==> src/rtl/bp_be_issue_queue_pkg.sv <==
// Shared types, widths and helpers for the backend issue queue.
// Default widths describe the standard core configuration.
package bp_be_issue_queue_pkg;

    localparam int vaddr_width_gp               = 39;
    localparam int branch_metadata_fwd_width_gp = 25;
    localparam int instr_width_gp               = 32;

    localparam int issue_queue_depth_gp     = 8;
    localparam int issue_queue_ptr_width_gp = $clog2(issue_queue_depth_gp);

    // Predecoded packet: fetch PC, branch metadata forwarded from FE, raw instruction.
    function automatic int bp_be_issue_pkt_width(input int vaddr_width, input int bmeta_width);
        return vaddr_width + bmeta_width + instr_width_gp;
    endfunction

    // Queue pointer: slot index plus a wrap bit that tells full from empty.
    typedef struct packed {
        logic                                wrap;
        logic [issue_queue_ptr_width_gp-1:0] idx;
    } bp_be_issue_queue_ptr_s;

endpackage

==> src/rtl/bp_be_issue_queue_ptr.sv <==
// Enqueue, issue and commit pointers of the issue queue.
// Also derives full, issue-valid and the occupancy/in-flight counts.
module bp_be_issue_queue_ptr
    import bp_be_issue_queue_pkg::*;
#(
    parameter  int depth_p      = issue_queue_depth_gp,
    localparam int ptr_width_lp = $clog2(depth_p)
) (
    input  logic                    clk_i,
    input  logic                    reset_i,
    input  logic                    enq_fire,
    input  logic                    issue_yumi,
    input  logic                    cmt_v,
    input  logic                    roll,
    input  logic                    clr,
    output logic [ptr_width_lp-1:0] enq_idx,
    output logic [ptr_width_lp-1:0] rd_idx,
    output logic                    full,
    output logic                    issue_v,
    output logic [ptr_width_lp:0]   occ_cnt,
    output logic [ptr_width_lp:0]   issued_cnt
);

    typedef logic [ptr_width_lp:0] ptr_t;

    ptr_t enq_r, rd_r, cmt_r;
    ptr_t enq_n, rd_n, cmt_n;

    // Commit is applied first so that replay and flush land on the post-commit head.
    always_comb begin
        cmt_n = cmt_r + ptr_t'(cmt_v);
        enq_n = enq_r;
        rd_n  = rd_r;
        if (clr) begin
            enq_n = cmt_n;
            rd_n  = cmt_n;
        end else if (roll) begin
            rd_n  = cmt_n;
        end else begin
            rd_n  = rd_r + ptr_t'(issue_yumi);
            enq_n = enq_r + ptr_t'(enq_fire);
        end
    end

    always_ff @(posedge clk_i) begin
        if (reset_i) begin
            enq_r <= '0;
            rd_r  <= '0;
            cmt_r <= '0;
        end else begin
            enq_r <= enq_n;
            rd_r  <= rd_n;
            cmt_r <= cmt_n;
        end
    end

    assign enq_idx    = enq_r[ptr_width_lp-1:0];
    assign rd_idx     = rd_r[ptr_width_lp-1:0];
    assign occ_cnt    = enq_r - cmt_r;
    assign issued_cnt = rd_r - cmt_r;
    assign issue_v    = (rd_r != enq_r);
    assign full       = (enq_r[ptr_width_lp-1:0] == cmt_r[ptr_width_lp-1:0])
                     && (enq_r[ptr_width_lp] != cmt_r[ptr_width_lp]);

endmodule

==> src/rtl/bp_be_issue_queue.sv <==
// Buffer of predecoded issue packets between the FE queue and the BE scheduler,
// holding issued packets until commit so a cache miss can replay without refetch.
module bp_be_issue_queue
    import bp_be_issue_queue_pkg::*;
#(
    parameter  int depth_p      = issue_queue_depth_gp,
    parameter  int pkt_width_p  = bp_be_issue_pkt_width(vaddr_width_gp, branch_metadata_fwd_width_gp),
    localparam int ptr_width_lp = $clog2(depth_p)
) (
    input  logic                   clk_i,
    input  logic                   reset_i,
    input  logic                   enq_v_i,
    input  logic [pkt_width_p-1:0] enq_pkt_i,
    output logic                   enq_ready_o,
    output logic                   issue_v_o,
    output logic [pkt_width_p-1:0] issue_pkt_o,
    input  logic                   issue_yumi_i,
    input  logic                   cmt_v_i,
    input  logic                   roll_i,
    input  logic                   clr_i,
    output logic                   full_o,
    output logic [ptr_width_lp:0]  occ_cnt_o,
    output logic [ptr_width_lp:0]  issued_cnt_o
);

    logic [ptr_width_lp-1:0] enq_idx, rd_idx;
    logic                    enq_fire;
    logic [pkt_width_p-1:0]  mem [depth_p];

    // A replay or flush cycle refuses new packets; FE holds them for the next cycle.
    assign enq_ready_o = ~full_o & ~clr_i & ~roll_i;
    assign enq_fire    = enq_v_i & enq_ready_o;

    bp_be_issue_queue_ptr #(
        .depth_p (depth_p)
    ) ptrs (
        .clk_i      (clk_i),
        .reset_i    (reset_i),
        .enq_fire   (enq_fire),
        .issue_yumi (issue_yumi_i),
        .cmt_v      (cmt_v_i),
        .roll       (roll_i),
        .clr        (clr_i),
        .enq_idx    (enq_idx),
        .rd_idx     (rd_idx),
        .full       (full_o),
        .issue_v    (issue_v_o),
        .occ_cnt    (occ_cnt_o),
        .issued_cnt (issued_cnt_o)
    );

    // Storage is deliberately not reset; pointers alone define which slots are live.
    always_ff @(posedge clk_i) begin
        if (enq_fire) begin
            mem[enq_idx] <= enq_pkt_i;
        end
    end

    assign issue_pkt_o = mem[rd_idx];

    assert property (@(posedge clk_i) disable iff (reset_i) issue_yumi_i |-> issue_v_o);
    assert property (@(posedge clk_i) disable iff (reset_i) cmt_v_i |-> (issued_cnt_o != '0));
    assert property (@(posedge clk_i) disable iff (reset_i) enq_v_i |-> !$isunknown(enq_pkt_i));
    assert property (@(posedge clk_i) disable iff (reset_i)
                     (occ_cnt_o <= (ptr_width_lp+1)'(depth_p)) && (issued_cnt_o <= occ_cnt_o));

endmodule

==> config.mk <==
export PLATFORM = sky130hd
export DESIGN_NAME = bp_be_issue_queue
export DESIGN_NICKNAME = d
export VERILOG_FILES = /design/src/rtl/bp_be_issue_queue_pkg.sv /design/src/rtl/bp_be_issue_queue_ptr.sv /design/src/rtl/bp_be_issue_queue.sv
export SDC_FILE = /design/constraint.sdc
export NUM_CORES = 1
export LEC_CHECK = 0
export BUFFER_PORTS_ARGS = -buffer_cell sky130_fd_sc_hd__buf_2
export CAP_MARGIN = 15
export CORE_UTILIZATION = 35
export CTS_CLUSTER_SIZE = 30
export DETAILED_ROUTE_END_ITERATION = 10
export GPL_TIMING_DRIVEN = 0
export PLACE_DENSITY = 0.64
export SYNTH_ARGS = -nofsm -noshare
export SYNTH_HDL_FRONTEND = slang
export SYNTH_SLANG_ARGS = --single-unit
==> constraint.sdc <==
create_clock -name clk_i -period 9.1 [get_ports clk_i]
set_input_delay 1.82 -clock clk_i [delete_from_list [all_inputs] [get_ports clk_i]]
set_output_delay 1.82 -clock clk_i [all_outputs]
set_load 0.05 [all_outputs]
==> results.cfg <==
[cells_and_area]
area_delta_synth_final_pct = 20.2
utilization = 0.427
nets = 1880
final_layout_size_suffix_gt1_frac = 0.336

[min_path]
min_path_type = reg2reg
worstHoldPathCells = 2
min_from = ptrs.cmt_r[3]$_SDFF_PP0_
hold_path_end = ptrs.enq_r[3]$_SDFFE_PP0P_

[placement]
gp_congestion = 0.737
dp_slack_ns = 4.11
dpl.hpwl_mm = 43.6
portBuffers = 209

[worst_setup_path]
rr_worst_depth = 11
slowest_stage = clkbuf_1
start_kind = flop
critPathTopFamily = buffers and inverters
worstSetupPathType = reg2out
path_cells = clkbuf_1 -> clkbuf_1 -> clkbuf_1 -> nand2_1 -> nand2_1 -> buf_2
timing.rr.start = ptrs.enq_r[0]$_SDFFE_PP0P_
path_max_fanout = 10
path_buf_inv = 4
r2r_slack_ns = 5.52
crit-reg2reg-capture = mem[2][62]$_DFFE_PP_
end_kind = output port
slowest_delay_ns = 0.75
path_common_cell = clkbuf_1
cp_data_arrival_time_ns = 3.56
cp.required_ns = 7.28

[clock_network]
cts-htree-levels = 3
cts_made_buffers = 83
clockBufferDepth = 3
cts_tree = yes
cts_hold_buf = 0
ctsResizeCount = 0
clk_latency_ns = 0.62
path_clk_slew_ns = 0.06
post_cts_buffers = 0
cts_sinks = 780
clockRootBuffer = clkbuf_16

[job]
maxCapViolCount = 0

[drt]
via_count = 14600
dr.pass1.iters = 5
totalWireLength_mm = 68.0
drtIter0Drc = 1125
drc = 0
wire_per_inst_um = 23.0
antenna_left = 0
via_per_inst = 4.94

[grt]
grt_start_max_net_pins = 25
grt_first_pass_wirelength_mm = 100
use_met2 = 0.261
track_usage = 0.159
antenna_found_initial = 20
globalRouteOverflowTotal = 0
groute.layer.met1.usage = 0.211
grt_pass1_vias = 15300
top_usage_layer = met2
grt_use_met3 = 0.0394

[pwr]
leakage_nw = 11.9
power.total_mw = 8.01
powerDensity_mw_per_mm2 = 224
ir_drop_uv = 147

[floorplanning]
dieArea_sq_mm = 0.0864
start_util = 0.355
num_rows = 106
core_area_sq_mm = 0.0840
fp.dieW_um = 294
die_h_um = 294
ios = 210

[sta]
finalCritPeriodShare = 0.591
fin_hold_ws_ns = 0.615
fin_crit_ns = 5.38
fmax_mhz = 186
rsz0062_at_grt = false
clock_skew_ns = 0.0219
slew_viol_final = 0
hold_viol = 0
tightest_slew_ns = 0.919
slew_headroom = 0.384
setup_ws_ns = 3.72
finalSetupViolCount = 0

[synthesis]
synth-edff-count = 768
syn-num-nets = 1544
avgSynthCellArea_sq_um = 20.9
ys.flop_type = edfxtp_1
seq_area_frac_synth = 0.781
yosys_warnings = 0
synth.distinct_cells = 34
synthesis.area_sq_mm = 0.0298
syn_inst = 1427
ys_ff_latch = 780
synthArstFlopShare = 0

[run_status]
status = finished, final reports clean
## worst register-to-register path, stage by stage, from the launching register on
cell      delay, ns
dfxtp_1        0.33
clkbuf_1       0.40
inv_1          0.14
ha_1           0.33
nand3_1        0.14
o21ai_0        0.29
clkbuf_2       0.26
nor3_4         0.64
buf_16         0.23
buf_8          0.17
buf_16         0.17
buf_16         0.17
## layout make-up
class	instances	area [sq um]
diodes	2	5.00
plain buffers	69	415
clock buffers	105	2200
clock inverters	43	357
fillers	7286	48100
inverters	10	37.5
multi-input cells	568	6130
flip-flops and latches	780	23300
well taps	1134	1420
repair buffers	251	1960
## synth_stat cells (all sizes together), types with 2 or more instances
cell type / count / area (sq um)
edfxtp: 768 / 23100
nand2: 294 / 1100
mux4: 192 / 4320
buf: 43 / 318
clkbuf: 26 / 97.6
nor2: 14 / 52.6
dfxtp: 12 / 240
ha: 12 / 150
xnor2: 11 / 96.3
inv: 10 / 37.5
nand3: 6 / 30.0
a21oi: 5 / 25.0
nor3: 4 / 20.0
mux2i: 3 / 30.0
nor2b: 3 / 18.8
xor2: 3 / 26.3
a211oi: 2 / 15.0
fa: 2 / 40.0
mux2: 2 / 22.5
nand4: 2 / 12.5
nand4b: 2 / 17.5
nor3b: 2 / 15.0
## state kept, by name (all words and copies together) (netlist names)
register and cells:
ptrs.cmt_r 4, ptrs.rd_r 4, mem 768, ptrs.enq_r 4
## worst max-delay path by stage
stage / start / to / slack [ns] / cells after the start
global placement: clr_i / mem[7][60]$_DFFE_PP_ / -2.68 / 5
finish: ptrs.rd_r[0]$_SDFF_PP0_ / issue_pkt_o[93] / 3.72 / 6
detailed placement: ptrs.rd_r[0]$_SDFF_PP0_ / issued_cnt_o[2] / 4.11 / 7
floorplan: clr_i / mem[7][0]$_DFFE_PP_ / 2.19 / 4
CTS: ptrs.rd_r[0]$_SDFF_PP0_ / issued_cnt_o[2] / 3.40 / 7
global route: ptrs.rd_r[0]$_SDFF_PP0_ / issued_cnt_o[3] / 3.43 / 8
## cells in the final DEF (no fill, tap or decap), drive strengths merged, types with 6 or more instances in the layout
master	n
edfxtp	768
dfxtp	12
nor2	14
clkinv	32
ha	12
clkbuf	132
inv	13
nand2	294
nand3	6
buf	293
mux4	192
xnor2	11
## stage by stage
step / instance area, sq um / instances / TNS, ns
after global placement: 32300 / 2770 / -1823.95
after CTS: 35800 / 2959 / 0
after floorplan: 29800 / 1427 / 0
after global routing: 35800 / 2961 / 0
final: 35800 / 2962 / 0
after detailed placement: 33300 / 2811 / 0
## logic make-up (layout without fill, tap and decap cells)
logic type	Yosys count	after routing	share of synthesized area
mux	197	197	0.147
xor+xnor	14	14	0.00411
flops	780	780	0.781
simple gates	331	331	0.0436
other cells	0	2	0
compound gates	12	12	0.00260
buf+inv	79	478	0.0152
fa+ha+maj	14	14	0.00638
## where the power goes
part / switching, mW / leakage, nW / internal (mW)
Combinational: 0.591 / 3.63 / 0.255
Clock: 1.35 / 1.25 / 1.83
Sequential: 0.00969 / 7.02 / 3.98
## metal layers
layer	wire length, um	up-vias
li1	-	6406
met1	28800	7726
met2	33800	349
met3	4210	115
met4	1050	36
met5	237	-
No activity file was read; power rests on OpenSTA's default activity.
